### src/rtl/beta_irq_pkg.sv
// Shared constants for the beta interrupt controller.
// Register word offsets, source limit and VECTOR reset value.
package beta_irq_pkg;

   localparam int NSRC_MAX = 8;

   localparam logic [2:0] OFF_PENDING = 3'd0;
   localparam logic [2:0] OFF_ENABLE  = 3'd1;
   localparam logic [2:0] OFF_EDGE    = 3'd2;
   localparam logic [2:0] OFF_VECTOR  = 3'd3;
   localparam logic [2:0] OFF_ACTIVE  = 3'd4;

   localparam logic [31:0] VECTOR_RST = 32'h0000_0100;

endpackage

### src/rtl/irq_prio_enc.sv
// Fixed-priority encoder for interrupt requests.
// Bit 0 wins; idx is 0 whenever nothing is requested.
module irq_prio_enc
   import beta_irq_pkg::*;
#(
   parameter int NSRC = NSRC_MAX
) (
   input  logic [NSRC-1:0] req_i,
   output logic [2:0]      idx_o,
   output logic            valid_o
);

   // scan high to low so the lowest set bit is the last to assign
   always_comb begin
      idx_o   = 3'd0;
      valid_o = 1'b0;
      for (int i = NSRC - 1; i >= 0; i--) begin
         if (req_i[i]) begin
            idx_o   = i[2:0];
            valid_o = 1'b1;
         end
      end
   end

endmodule

### src/rtl/beta_irq_ctrl.sv
// Memory-mapped interrupt controller with a 32-byte register window.
// Synchronises sources, latches pending bits, and drives irq/xadr.
module beta_irq_ctrl
   import beta_irq_pkg::*;
#(
   parameter logic [31:0] BASE = 32'h0000_FF00,
   parameter int          NSRC = 8
) (
   input  logic            clk,
   input  logic            reset,
   input  logic [NSRC-1:0] src,
   input  logic [31:0]     ma,
   input  logic [31:0]     mdout,
   input  logic            mwe,
   output logic [31:0]     io_rdata,
   output logic            io_sel,
   output logic            irq,
   output logic [30:0]     xadr
);

   logic [NSRC-1:0] sync1_q;
   logic [NSRC-1:0] sync2_q;
   logic [NSRC-1:0] prev_q;
   logic [NSRC-1:0] pend_q;
   logic [NSRC-1:0] pend_d;
   logic [NSRC-1:0] en_q;
   logic [NSRC-1:0] edge_q;
   logic [30:5]     vec_q;
   logic [31:0]     rdata_q;
   logic [31:0]     rdata_d;
   logic            sel_q;

   logic            hit;
   logic            wr;
   logic            rd;
   logic [2:0]      off;
   logic            wr_pend;
   logic            wr_en;
   logic            wr_edge;
   logic            wr_vec;
   logic [NSRC-1:0] wdata;
   logic [NSRC-1:0] rise;
   logic [2:0]      idx;
   logic            valid;
   logic [31:0]     rd_mux;
   logic            unused_bits;

   assign hit     = (ma[30:5] == BASE[30:5]);
   assign wr      = hit & mwe;
   assign rd      = hit & ~mwe;
   assign off     = ma[4:2];
   assign wr_pend = wr & (off == OFF_PENDING);
   assign wr_en   = wr & (off == OFF_ENABLE);
   assign wr_edge = wr & (off == OFF_EDGE);
   assign wr_vec  = wr & (off == OFF_VECTOR);
   assign wdata   = mdout[NSRC-1:0];
   assign rise    = sync2_q & ~prev_q;

   assign unused_bits = ^{ma[31], ma[1:0], mdout};

   irq_prio_enc #(
      .NSRC (NSRC)
   ) u_prio (
      .req_i   (pend_q & en_q),
      .idx_o   (idx),
      .valid_o (valid)
   );

   // pending: sticky W1C latch in edge mode, registered level otherwise
   always_comb begin
      pend_d = pend_q;
      for (int i = 0; i < NSRC; i++) begin
         if (edge_q[i]) begin
            pend_d[i] = (pend_q[i] & ~(wr_pend & wdata[i])) | rise[i];
         end else if (wr_edge & wdata[i]) begin
            pend_d[i] = 1'b0;
         end else begin
            pend_d[i] = sync2_q[i];
         end
      end
   end

   // register read mux; reserved offsets read zero
   always_comb begin
      rd_mux = 32'h0;
      unique case (1'b1)
         (off == OFF_PENDING): rd_mux = 32'(pend_q);
         (off == OFF_ENABLE):  rd_mux = 32'(en_q);
         (off == OFF_EDGE):    rd_mux = 32'(edge_q);
         (off == OFF_VECTOR):  rd_mux = {1'b0, vec_q, 5'b0};
         (off == OFF_ACTIVE):  rd_mux = {valid, 28'b0, idx};
         default:              rd_mux = 32'h0;
      endcase
      rdata_d = rd ? rd_mux : rdata_q;
   end

   // all state, reset first so a colliding access is dropped
   always_ff @(posedge clk) begin
      if (reset) begin
         sync1_q <= '0;
         sync2_q <= '0;
         prev_q  <= '0;
         pend_q  <= '0;
         en_q    <= '0;
         edge_q  <= '0;
         vec_q   <= VECTOR_RST[30:5];
         rdata_q <= 32'h0;
         sel_q   <= 1'b0;
      end else begin
         sync1_q <= src;
         sync2_q <= sync1_q;
         prev_q  <= sync2_q;
         pend_q  <= pend_d;
         if (wr_en)   en_q   <= wdata;
         if (wr_edge) edge_q <= wdata;
         if (wr_vec)  vec_q  <= mdout[30:5];
         rdata_q <= rdata_d;
         sel_q   <= rd;
      end
   end

   assign io_rdata = rdata_q;
   assign io_sel   = sel_q;
   assign irq      = valid;
   assign xadr     = {vec_q, idx, 2'b00};

endmodule

### config.mk
export PLATFORM = sky130hd
export DESIGN_NAME = beta_irq_ctrl
export DESIGN_NICKNAME = d
export VERILOG_FILES = /design/src/rtl/beta_irq_pkg.sv /design/src/rtl/irq_prio_enc.sv /design/src/rtl/beta_irq_ctrl.sv
export SDC_FILE = /design/constraint.sdc
export NUM_CORES = 1
export LEC_CHECK = 0
export BUFFER_PORTS_ARGS = -buffer_cell sky130_fd_sc_hd__buf_4
export CAP_MARGIN = 20
export CORE_MARGIN = 1
export CORE_UTILIZATION = 49
export DETAILED_ROUTE_END_ITERATION = 10
export PLACE_DENSITY = 0.78
export SYNTH_ARGS = -nofsm -noshare
export SYNTH_HDL_FRONTEND = slang
export SYNTH_SLANG_ARGS = --single-unit
### constraint.sdc
create_clock -name clk -period 9.4 [get_ports clk]
set_input_delay 2.35 -clock clk [delete_from_list [all_inputs] [get_ports clk]]
set_output_delay 2.35 -clock clk [all_outputs]
set_load 0.02 [all_outputs]
# Yosys cells after proc, flatten, opt, wreduce, memory -nomap -nowiden
# Index checks and enable logic that the tools add are counted.
word_totals:
  reg_bits: 107
  latch_bits: 0
  ram_bits: 0
  romBits: 0
  out_inout_bits: 65
  wordCells: 98
  memories: 0
classes:
  addsub: 0
  n_mul: 0
  div_mod_pow: 0
  magnitude_cmp: 0
  n_eq_ne: 5
  n_shift: 0
  mux: 33
  bitwise: 50
  reduce_logical: 1
op_table:
  columns: ["op", "n"]
  rows:
  - ["32-bit one-hot mux with 5 select lines", 1]
  - ["1-bit bitwise AND", 30]
  - ["26-bit by 11-bit equality test with 1-bit output, second input constant", 1]
  - ["1-bit 2-to-1 mux", 24]
  - ["3-bit 2-to-1 mux", 8]
  - ["8-bit bitwise AND", 2]
  - ["1-bit inverter", 9]
  - ["8-bit inverter", 1]
  - ["1-bit bitwise OR", 8]
  - ["3-bit by 2-bit equality test with 1-bit output, second input constant", 2]
  - ["3-bit by 1-bit equality test with 1-bit output, second input constant", 1]
  - ["3-bit equality test, second input constant", 1]
  - ["3-bit zero test", 1]

# Longest topological paths before layout
# Gate-level depths: netlist of run 1.
logic_depth:
  depth_word: 10
  mapped_depth: 8
  mapped_depth_nobuf: 5

# Modules after synthesis
# From an unflattened synthesis of run 1, not the netlist that was laid out.
unflattened:
  cells_unflattened: 470
  area_unflattened_um2: 4340.4
modules_own_cells:
  columns: ["mod", "n_inst", "cells_per_inst", "area_each_um2", "seq_area_each_um2"]
  rows:
  - ["beta_irq_ctrl", 1, 457, 4260.3, 2142.1]
  - ["irq_prio_enc", 1, 13, 80.1, 0.0]

# Worst setup path before layout of run 1
# No wires, ideal clock.
synth_timing:
  path_type: "input to register"
  startpoint: "input port ma[6]"
  endpoint: "register rdata_q[3] (netlist: io_rdata[3])"
  setup_ns: 0.070
  arrival_ns: 4.524
  slack_ns: 4.805
  path_stages: 7
  path_cell_list: "or4_4 > or4_4 > buf_6 > or4_4 > buf_6 > or3_1 > a21oi_1"
synth_between:
  elab_chain_len: 2
synth_rtl:
  columns: ["element", "line", "text"]
  rows:
  - ["start: declaration", "beta_irq_ctrl.sv:12", "input logic [31:0] ma,"]
  - ["26-bit by 11-bit equality test with 1-bit output", "beta_irq_ctrl.sv:48", "assign hit = (ma[30:5] == BASE[30:5]);"]
  - ["1-bit bitwise AND", "beta_irq_ctrl.sv:50", "assign rd = hit & ~mwe;"]
  - ["end signal: assignment", "beta_irq_ctrl.sv:117", "rdata_q <= rdata_d;"]
  - ["end: declaration", "beta_irq_ctrl.sv:29", "logic [31:0] rdata_q;"]
# Every way passes these cells.
# A chain may end at the register's enable or synchronous reset.

# Worst setup path in the final report of run 1
layout_timing:
  startpoint: "input port ma[6]"
  endpoint: "register vec_q[5] (netlist bit)"
layout_between:
  elab_chain_len: 3
layout_rtl:
  columns: ["element", "line", "text"]
  rows:
  - ["26-bit by 11-bit equality test with 1-bit output", "beta_irq_ctrl.sv:48", null]
  - ["1-bit bitwise AND", "beta_irq_ctrl.sv:49", "assign wr = hit & mwe;"]
  - ["1-bit bitwise AND", "beta_irq_ctrl.sv:55", "assign wr_vec = wr & (off == OFF_VECTOR);"]
  - ["end signal: assignment", "beta_irq_ctrl.sv:106", "vec_q <= VECTOR_RST[30:5];"]
  - ["end signal: assignment", "beta_irq_ctrl.sv:116", "if (wr_vec) vec_q <= mdout[30:5];"]
  - ["end: declaration", "beta_irq_ctrl.sv:28", "logic [30:5] vec_q;"]
# Every way passes these cells.

==> results of run 1 <==
## sequential cells by signal, summed over array words and instances, names as in the netlist
signal    cells
io_rdata     32
io_sel        1
vec_q        26
pend_q        8
prev_q        8
sync2_q       8
edge_q        8
en_q          8
sync1_q       8
## routing by layer
layer | wire, µm | global-route usage [%] | up-vias
li1 | - | - | 1803
met1 | 4350 | 28.0 | 1764
met2 | 5150 | 38.8 | 117
met3 | 555 | 4.19 | 16
met4 | 227 | 10.4 | 0
met5 | 0 | 0 | -
## kinds of logic after synthesis
family,share of synthesized area (%)
AND/OR/NAND/NOR,22.6
flip-flops,51.1
AO/OA/AOI/OAI,15.7
buffers and inverters,3.88
multiplexers,6.63
other,0.0895
## worst reg2reg max path, cell delays in order (launching register included)
cell	delay, ns
sky130_fd_sc_hd__dfxtp_1	0.43
sky130_fd_sc_hd__a22o_1	0.21
sky130_fd_sc_hd__and3b_1	0.20
sky130_fd_sc_hd__nor3_1	0.38
sky130_fd_sc_hd__a311oi_1	0.16
sky130_fd_sc_hd__nor3_1	0.14
## metrics by stage
stage               worst slack [ns]  util (%)  power, W  hold slack (ns)
global route                    4.71      65.4  0.000799            0.460
global placement                4.48      63.3  0.000520            0.419
finish                          4.82      65.4  0.000772            0.441
CTS                             4.83      65.4  0.000776            0.443
detailed placement              4.43      63.3  0.000522            0.420
floorplan                       4.81         -  0.000492            0.414
## how the worst max path moves through the flow
stage | cells after the start | endpoint
after global routing | 6 | vec_q[6]
final | 6 | vec_q[5]
after detailed placement | 6 | vec_q[5]
after CTS | 6 | vec_q[5]
after global placement | 6 | vec_q[16]
after floorplan | 7 | io_rdata[3]
## cell type report
type	instances	area [µm²]	area share, %
tap	105	131	2.43
timing repair buffer	136	1020	18.9
multi-input combinational	306	1900	35.2
clock buffer	10	138	2.55
inverter	8	30.0	0.556
sequential	107	2140	39.7
clock inverter	5	37.5	0.695
## power by group
| part | switching [W] | total, W | leakage [nW] | internal (W) |
|---|---|---|---|---|
| clock network | 0.000158 | 0.000261 | 0.0852 | 0.000104 |
| registers | 0.00000272 | 0.000461 | 0.866 | 0.000458 |
| logic | 0.0000231 | 0.0000502 | 1.19 | 0.0000270 |
## cell usage in the layout (no fill, tap or decap), types with 8 or more instances in the layout
cell	n
sky130_fd_sc_hd__a31oi_1	10
sky130_fd_sc_hd__nor2b_1	26
sky130_fd_sc_hd__mux2i_1	21
sky130_fd_sc_hd__nand2_1	70
sky130_fd_sc_hd__inv_1	8
sky130_fd_sc_hd__nand2b_1	18
sky130_fd_sc_hd__a21oi_1	45
sky130_fd_sc_hd__a22o_1	24
sky130_fd_sc_hd__a311oi_1	10
sky130_fd_sc_hd__clkbuf_8	10
sky130_fd_sc_hd__buf_4	136
sky130_fd_sc_hd__nor2_1	34
sky130_fd_sc_hd__dfxtp_1	107
==> results.txt, run 1 <==
The first-pass GRT wire length came out at 15.7 mm. After synthesis, flip-flops and latches occupy 51.1% of the total area. The count of yosys warnings during synthesis came out at 0. The number of fillers in the final layout came out at 694. Counting every instance in the synthesized netlist gives 448. The setup slack of the most critical reg-to-reg path came out at 7.81 ns. The final weighted congestion in routability-driven placement is 0.897. The number of nets with antenna violations after routing came out at 0. The synthesized flop and latch total came out at 107. The launching element type of the critical path is a primary input.

STA classifies the critical path endpoint as a flip-flop. The clock latency on the worst-skew pair came out at 0.38 ns. The number of different library cells used by synthesis comes to 41.

The critical path goes through buf_4 -> or4_4 -> or4_4 -> or4_1 -> nand2_1 -> a21oi_1. Once layout is done, the placed cells without fillers occupy 0.00540 mm². At the end of the flow, the number of nets in the layout was 643. In this design, the critical path's most frequently occurring cell is sky130_fd_sc_hd__or4_4. The number of setup violations in the final report came out at 0. Dividing the detail-routed wire length by the instance count gives 15.2 µm. The first-pass iteration count of the detailed router is 4.

The cts-stage hold buffer count is 0. The clock transition at the registers of the reported paths came out at 0.09 ns. The final count of hold timing violations came to 0.

The starting density of the core came out at 50.8%. The worst ir drop on vdd is 0.0739 mV. The number of input and output port buffers inserted came out at 133.

The count of pins on the block boundary is 140. The H-tree was split into 3 levels. The startpoint identified for the worst hold timing path is sync1_q[1].

The core area is 0.00826 mm². Counting both buffers and inverters, the worst setup path holds a total of 1. The most common cell in the synthesized netlist is sky130_fd_sc_hd__dfxtp_1. The average footprint of a synthesized cell came out at 9.36 µm². The leakage dissipation is 2.14 nW. The antenna diode count is 0. The post-synthesis instance area came out at 0.00419 mm².

The number of pins exceeding their max-slew limit in the final report came to 0. The count of maximum capacitance violations came out at 0. The tree built by TritonCTS fans out to 107 sinks. Subtracting the final worst setup slack from the clock period gives 4.58 ns. The number of clock buffers inserted by TritonCTS is 9.

Counting tap cells, the placed design contains a total of 662 instances. Post-CTS timing repair inserted 0 buffers for setup. The largest delay contributor family on the critical path is simple AND/OR/NAND/NOR gates. The synthesized design spends more area on one cell type than any other, namely sky130_fd_sc_hd__dfxtp_1. Setup repair after global routing left no endpoint under its margin. In this run the horizontal extent of the chip is 94.5 µm.

The total cell area at the placement stage came out at 0.00522 mm². The worst register-to-register path begins at pend_q[7]. The critical path startpoint is ma[6]. After detailed routing, the number of remaining DRC violations is 0.

The relative slew slack came out at 32.7%. The setup path with the least slack is of type in2reg. The final global-route overflow total is 0. Detailed placement ended at an HPWL of 7.07 mm. The power density over the cells is 143 mW/mm². The number of DRC markers after the initial detailed-route iteration is 177. Counting instances, the worst hold path has a depth of 1. The run finished with clean final reports. The routed wire length came out at 10.3 mm. The fraction of post-synthesis cell area in the top cell type by area came out at 51.1%.

The synthesis-to-finish area growth is 28.8%. In the synthesized netlist the dominant register cell turns out to be sky130_fd_sc_hd__dfxtp_1. On the worst path, the slowest cell contributes a delay of 1.01 ns.

The destination of the worst hold path is sync2_q[1]. The data arrival at the endpoint of the critical path came out at 4.80 ns. After routing, the total negative slack on setup checks comes to 0 ns. The initial antenna violation count is 0.

The final critical path takes up 48.7% of the cycle. The slew at the pin closest to its max-slew limit is 1.00 ns. The endpoint identified for the worst register-to-register timing path is io_rdata[2]. The TritonCTS clock tree is done. The worst clock skew is 0.00828 ns. The number of global-route vias before repair is 3358. The number of flops mapped to enable cells by yosys came out at 0.

The count of cells resized by post-cts repair is 0. The cell with the largest stage delay on the worst path is sky130_fd_sc_hd__or4_1. Yosys attributes the largest share of cell area to sky130_fd_sc_hd__dfxtp_1 51%, sky130_fd_sc_hd__nand2_1 6.3%, sky130_fd_sc_hd__a21oi_1 5.4%. The vias after detailed routing is 3700. The area of the die is 0.00893 mm². The share of flip-flops with an asynchronous set or reset is 0%. The routed via count divided by cell count is 5.47. The number of cells on the worst reg-to-reg path is 5. At the worst endpoint, the required time is 9.62 ns.

The share of cells above drive strength 1 came out at 28.1%. The maximum number of pins on one net before global-route repair came out at 88. After floorplanning, the core was divided into 33 placement rows.

In this run the worst path has a maximum fanout of 26. The die is 94.5 µm tall. Counting instances in the post-synthesis netlist gives the leading cell types as 107 x sky130_fd_sc_hd__dfxtp_1, 70 x sky130_fd_sc_hd__nand2_1, 45 x sky130_fd_sc_hd__a21oi_1. The achievable frequency came out at 218 MHz. The cell at the root of the clock tree is sky130_fd_sc_hd__clkbuf_8. The largest buffer count on any clock path came out at 2.

The global-route usage over all layers came out at 22.8%. The number of standard cells in the final layout excluding fillers came out at 677. The path class of the tightest hold or removal check is reg2reg.
(Power assumes the default switching activity.)
==> run 2: changes to the inputs <==
--- a/config.mk
+++ b/config.mk
@@ -8,9 +8,9 @@
 export BUFFER_PORTS_ARGS = -buffer_cell sky130_fd_sc_hd__buf_4
 export CAP_MARGIN = 20
 export CORE_MARGIN = 1
-export CORE_UTILIZATION = 49
+export CORE_UTILIZATION = 45
 export DETAILED_ROUTE_END_ITERATION = 10
-export PLACE_DENSITY = 0.78
+export PLACE_DENSITY = 0.75
 export SYNTH_ARGS = -nofsm -noshare
 export SYNTH_HDL_FRONTEND = slang
 export SYNTH_SLANG_ARGS = --single-unit
==> constraint.sdc (replaced) <==
create_clock -name clk -period 3.9 [get_ports clk]
set_input_delay 0.975 -clock clk [delete_from_list [all_inputs] [get_ports clk]]
set_output_delay 0.975 -clock clk [all_outputs]
set_load 0.02 [all_outputs]
==> results.txt, run 2 (synthesized netlist as in run 1, its figures left out) <==
The first-pass GRT wire length came out at 16.7 mm. The portion of total power attributed to sequential cells came out at 58.4%. Across every metal layer, demand over resource in global routing totals 21.6%. For this configuration, the core starts out at a cell density of 47.4%. The routed wire length is 10.4 mm. The final reports fail on design-rule violations.

After global routing the overflow that remains totals 0. The data arrival at the endpoint of the critical path came out at 3.38 ns. The routed layout has 3689 vias. The core area came out at 0.00885 mm².

The cell at the root of the clock tree is sky130_fd_sc_hd__clkbuf_8. The maximum number of pins on one net before global-route repair is 88. The achievable frequency came out at 326 MHz.

Pin placement for this block handled 140 I/O pins. The fraction of power spent switching nets came out at 22.6%. Summing all multi-input logic gate instances after layout gives 0.00190 mm². The area of the die is 0.00970 mm².

The worst setup path is captured at a flip-flop. STA classifies the critical path startpoint as a primary input. The cts-stage hold buffer count came out at 0.

The leakage dissipation is 2.18 nW. The largest buffer count on any clock path came out at 2. The detailed placement HPWL is 7.35 mm. The relative slew slack is 39.3%. Setup violations remaining at the end of the flow were counted as 0. The worst clock skew came out at 0.00681 ns. The share of cells above drive strength 1 is 28.4%. The internal cell power is 0.00147 W. The clock latency on the worst-skew pair is 0.36 ns. The cell with the largest stage delay on the worst path is sky130_fd_sc_hd__or4_4. The tightest min-delay check is of the reg2reg type.

For this design the ratio of total power to cell area is 349 mW/mm². The number of H-tree levels came out at 3. The fraction of power consumed by the clock network came out at 35.2%. The finished layout holds 685 standard cells, fillers aside. The kind of critical path is in2reg. The largest delay contributor family on the critical path is simple AND/OR/NAND/NOR gates. The final count of hold timing violations was 0. The number of nets with antenna violations after routing came out at 0. From bottom edge to top edge, the die measures 98.5 µm. The share of the clock period used by the worst path is 78.8%. The routed via count divided by cell count came out at 5.39. Walking the worst path, the cells encountered are buf_4 -> or4_4 -> or4_4 -> nor4_2 -> nor4b_4 -> buf_4 -> a22o_1. Across the VDD grid, the largest voltage drop is 0.223 mV.

The number of cell rows is 34. The largest incremental delay on the critical path came out at 0.52 ns. The combinational share of power is 6.4%. The required time reported for the critical path endpoint came out at 4.21 ns. The total DRC errors in the routed layout is 6. Counting the fill cells in the layout gives 784. The setup total negative slack came out at 0 ns. The chip width came out at 98.5 µm. In this run the power spent charging and discharging nets is 0.000430 W. The post-layout net count came out at 647. The placed instance count came out at 669. The final weighted congestion in routability-driven placement is 0.845. The number of buffers and inverters on the critical path is 2.

Setup repair after global routing left no endpoint under its margin. The number of global-route vias before repair was 3455. The number of clock sinks is 107. In the layout the commonest cells are 140 x sky130_fd_sc_hd__buf_4, 107 x sky130_fd_sc_hd__dfxtp_1, 70 x sky130_fd_sc_hd__nand2_1.

The number of clock buffers inserted by TritonCTS is 9. The tool flagged a number of max-cap violations equal to 0. The final critical path time including I/O delays and setup came out at 3.07 ns. The largest fanout on the critical path is 23. The number of pins exceeding their max-slew limit in the final report is 0. Across the whole layout, storage elements account for 0.00214 mm². The TritonCTS clock tree is done. Clock-pin slew was measured on the worst setup and hold paths at 0.10 ns. Leaving out fill and tap cells, the most frequent cell in the layout is sky130_fd_sc_hd__buf_4. For the pin with the worst max-slew slack, the measured transition is 0.899 ns. The antenna diode count came out at 0.

The number of input and output port buffers inserted is 133. The initial antenna violation count came out at 0. The count of cells resized by post-cts repair came out at 0.

Post-CTS timing repair inserted 0 buffers for setup. The first-pass iteration count of the detailed router came out at 11. The number of DRC markers after the initial detailed-route iteration came out at 195.

The synthesis-to-finish area growth came out at 30.0%. The flow ran to the end, but the final reports show violations. The flip-flop count of the largest register, all copies and words added is 32.

The average wire length per cell after detail routing is 15.3 µm.
## run 2: changes by cell type in the layout (fill, tap and decap cells not counted), sizes merged
cell      previous run  this run
clkinv               1         2
bufinv               0         1
clkbuf              10        11
buf                136       140
clkinvlp             2         0
## run 2: worst register-to-register path, stage by stage, from the launching register on
cell and delay (ns):
sky130_fd_sc_hd__dfxtp_1 0.42, sky130_fd_sc_hd__a22o_1 0.20, sky130_fd_sc_hd__and3b_1 0.20, sky130_fd_sc_hd__nor3_1 0.35, sky130_fd_sc_hd__a311oi_1 0.17, sky130_fd_sc_hd__nor3_1 0.14
## run 2: metal layers
metal / share of wire (%) / vias to the layer above / GRT usage, %
met5: 0 / - / 0
met4: 2.1 / 0 / 9.18
met3: 6.0 / 16 / 4.89
met2: 50 / 121 / 37.7
met1: 42 / 1739 / 25.5
li1: - / 1813 / -
## run 2: worst paths after layout
path / start / to / slack, ns / cells past startpoint
setup / recovery: ma[6] / io_rdata[29] / 0.83 / 7
hold / removal: sync1_q[1] / sync2_q[1] / 0.44 / 1
setup reg to reg: pend_q[6] / io_rdata[2] / 2.35 / 5
hold reg to reg: sync1_q[1] / sync2_q[1] / 0.44 / 1
## run 2: cell type report
cell class	instances	share of cell area (%)
clock buffer	11	2.41
clock inverter	5	1.12
inverter	8	0.551
multi-input combinational	306	34.8
sequential	107	39.3
tap	108	2.48
timing repair buffer	140	19.3
## run 2: power by group through the flow
stage | Sequential (W) | Combinational (W) | Clock, W
after floorplan | 0.00113 | 0.0000523 | 0
after global placement | 0.00114 | 0.000119 | 0
after detailed placement | 0.00114 | 0.000122 | 0
after CTS | 0.00111 | 0.000122 | 0.000693
after global routing | 0.00111 | 0.000132 | 0.000736
final | 0.00111 | 0.000122 | 0.000670
## run 2: metrics by stage
stage / area (µm²) / util, % / hold slack, ns / power [W] / setup slack, ns
2_1_floorplan: 4200 / - / 0.414 / 0.00119 / 0.680
4_1_cts: 5450 / 61.6 / 0.447 / 0.00193 / 0.857
3_5_place_dp: 5260 / 59.4 / 0.422 / 0.00126 / 0.471
6_report: 5450 / 61.6 / 0.443 / 0.00190 / 0.829
5_1_grt: 5450 / 61.6 / 0.462 / 0.00198 / 0.723
3_3_place_gp: 5260 / 59.4 / 0.418 / 0.00125 / 0.517
==> run 3: changes to the inputs <==
--- a/config.mk
+++ b/config.mk
@@ -8,9 +8,9 @@
 export BUFFER_PORTS_ARGS = -buffer_cell sky130_fd_sc_hd__buf_4
 export CAP_MARGIN = 20
 export CORE_MARGIN = 1
-export CORE_UTILIZATION = 45
+export CORE_UTILIZATION = 49
 export DETAILED_ROUTE_END_ITERATION = 10
-export PLACE_DENSITY = 0.75
+export PLACE_DENSITY = 0.78
 export SYNTH_ARGS = -nofsm -noshare
 export SYNTH_HDL_FRONTEND = slang
 export SYNTH_SLANG_ARGS = --single-unit
==> constraint.sdc (replaced) <==
create_clock -name clk -period 3.11 [get_ports clk]
set_input_delay 0.7775 -clock clk [delete_from_list [all_inputs] [get_ports clk]]
set_output_delay 0.7775 -clock clk [all_outputs]
set_load 0.02 [all_outputs]
==> results.txt, run 3 (synthesized netlist as in run 1, its figures left out) <==
The initial antenna violation count came out at 0. The core area is 0.00826 mm². Setup violations remaining at the end of the flow were counted as 0.

Power spread over the standard cell area amounts to 429 mW/mm². The height of the chip is 94.5 µm. The destination of the worst hold path is sync2_q[1].

The post-CTS repair timing setup buffer count is 0. Of all nets on the critical path, the largest fanout is 5. The global-route usage over all layers is 23.8%.

The run finished with clean final reports. The die covers 0.00893 mm². The worst ir drop on vdd is 0.247 mV.

The number of fillers in the final layout is 678. The leakage dissipation is 2.21 nW. The detailed placement HPWL is 7.32 mm.

The post-placement worst setup slack is 0.0896 ns. The routed wire length came out at 10.5 mm. The critical path in this run is classified as in2reg. The number of DRC markers after the initial detailed-route iteration came out at 193. The share of the clock period used by the worst path came out at 85.0%. The slew at the pin closest to its max-slew limit came out at 1.04 ns.

Leaving out fill and tap cells, the most frequent cell in the layout is sky130_fd_sc_hd__buf_4. The data arrival at the endpoint of the critical path came out at 2.96 ns. The synthesis-to-finish area growth is 32.2%. The net count of the finished layout is 651. The destination of the worst register-to-register timing path is io_rdata[2].

The share of cells above drive strength 1 came out at 29.3%. The clock period could shrink to 2.64 ns. Counting instances, the worst hold path has a depth of 1. At the later pin of the worst-skew pair, clock insertion delay measures 0.38 ns. At the end of routability-driven placement, the weighted congestion stood at 0.836. The number of clock buffers inserted by TritonCTS came out at 9.

The starting density of the core is 50.8%. The cell count of the worst reg-to-reg path came out at 5. The antenna diode count is 0. The routed via count divided by cell count is 5.48. In the layout the commonest cells are 139 x sky130_fd_sc_hd__buf_4, 107 x sky130_fd_sc_hd__dfxtp_1, 70 x sky130_fd_sc_hd__nand2_1.

The post-layout worst setup margin came out at 0.465 ns. The number of input and output port buffers inserted is 133. For flop-to-flop paths, the worst setup slack is 1.58 ns. Clock tree synthesis selected as its root buffer the cell sky130_fd_sc_hd__clkbuf_8. Across the run, the number of max-cap violations was 0.

The final count of hold timing violations came out at 0. Setup repair after global routing left no endpoint under its margin. The total DRC errors in the routed layout came out at 0. The chip width came out at 94.5 µm. The detail route stage leaves a number of antenna-violating nets equal to 0. After detailed routing, the average wire length per cell comes to 15.3 µm. Before antenna repair, the detailed router went through 4 iterations. The relative slew slack is 29.8%. The count of pins on the block boundary came out at 140.

The worst hold path belongs to the class reg2reg. The routed layout has 3760 vias. The number of pins exceeding their max-slew limit in the final report is 0. The setup total negative slack came out at 0 ns. The number of cell rows came out at 33. STA puts the critical path data required time at 3.42 ns. The maximum number of pins on one net before global-route repair is 49.

The worst hold path begins at sync1_q[1]. The longest clock path from root to sink contains 2 buffers. The number of H-tree levels came out at 3.

The worst clock skew came out at 0.00942 ns. The endpoint type of the worst setup path is a flip-flop. The launching element type of the critical path is a primary input. The flip-flop count of the largest register, all copies and words added is 32. The achievable frequency came out at 378 MHz. The number of clock sinks came out at 107.

The worst register-to-register path begins at pend_q[7]. The clock transition at the registers of the reported paths is 0.10 ns. The count of cells resized by post-cts repair came out at 0. The first global-routing pass estimated 16.6 mm of wire. The number of global-route vias before repair came to 3499.

TritonCTS built the clock tree. The final global-route overflow total is 0. Buffers inserted to repair hold after CTS numbered 0.
-- run 3: cell count changes in the layout (fill, tap and decap cells not counted), sizes merged --
cell	previous run	this run
clkbuf	11	9
clkinv	2	3
bufinv	1	0
buf	140	144
inv	10	11
clkinvlp	0	1
-- run 3: area by class of cell --
type                    instances  area [µm²]  share of cell area [%]
inverters                       8        30.0                   0.542
repair buffers                144        1140                    20.6
flip-flops and latches        107        2140                    38.7
clock buffers                   9         124                    2.24
multi-input cells             306        1900                    34.3
well taps                     105         131                    2.37
clock inverters                 7        70.1                    1.26
-- run 3: how the worst max path moves through the flow --
stage | start | endpoint | slack [ns] | depth (start not counted)
2_1_floorplan | ma[6] | io_rdata[3] | 0.09 | 7
3_3_place_gp | ma[6] | io_rdata[3] | 0.11 | 6
3_5_place_dp | ma[6] | io_rdata[3] | 0.09 | 6
4_1_cts | ma[6] | io_rdata[4] | 0.48 | 6
5_1_grt | pend_q[3] | xadr[2] | 0.38 | 6
6_report | ma[6] | io_rdata[4] | 0.47 | 6
-- run 3: power breakdown --
part / internal [W] / switching, W
clock: 0.000312 / 0.000515
combinational: 0.0000842 / 0.0000721
sequential: 0.00138 / 0.00000812
total: 0.00178 / 0.000595
-- run 3: worst max-delay path: stages --
cell and delay, ns:
sky130_fd_sc_hd__buf_4 0.11, sky130_fd_sc_hd__or4_4 0.52, sky130_fd_sc_hd__or4_4 0.47, sky130_fd_sc_hd__or4_4 0.57, sky130_fd_sc_hd__or3_1 0.37, sky130_fd_sc_hd__a21oi_1 0.14
-- run 3: per-layer routing --
layer  routed length, µm  global-route usage, %  vias to the layer above
li1                    -                      -                     1824
met5                   0                      0                        -
met4                 311                   9.34                        0
met3                 554                   4.99                       26
met2                5240                   40.9                      125
met1                4390                   29.2                     1785
-- run 3: metrics by stage --
| step | cell area, µm² | hold WS, ns | total power [W] | util (%) | instances |
|---|---|---|---|---|---|
| 6_report | 5540 | 0.438 | 0.00238 | 67.1 | 686 |
| 5_1_grt | 5540 | 0.464 | 0.00248 | 67.1 | 686 |
| 4_1_cts | 5540 | 0.444 | 0.00239 | 67.1 | 686 |
| 3_5_place_dp | 5350 | 0.423 | 0.00158 | 64.7 | 670 |
| 3_3_place_gp | 5350 | 0.418 | 0.00158 | 64.7 | 670 |
| 2_1_floorplan | 4200 | 0.414 | 0.00149 | - | 449 |
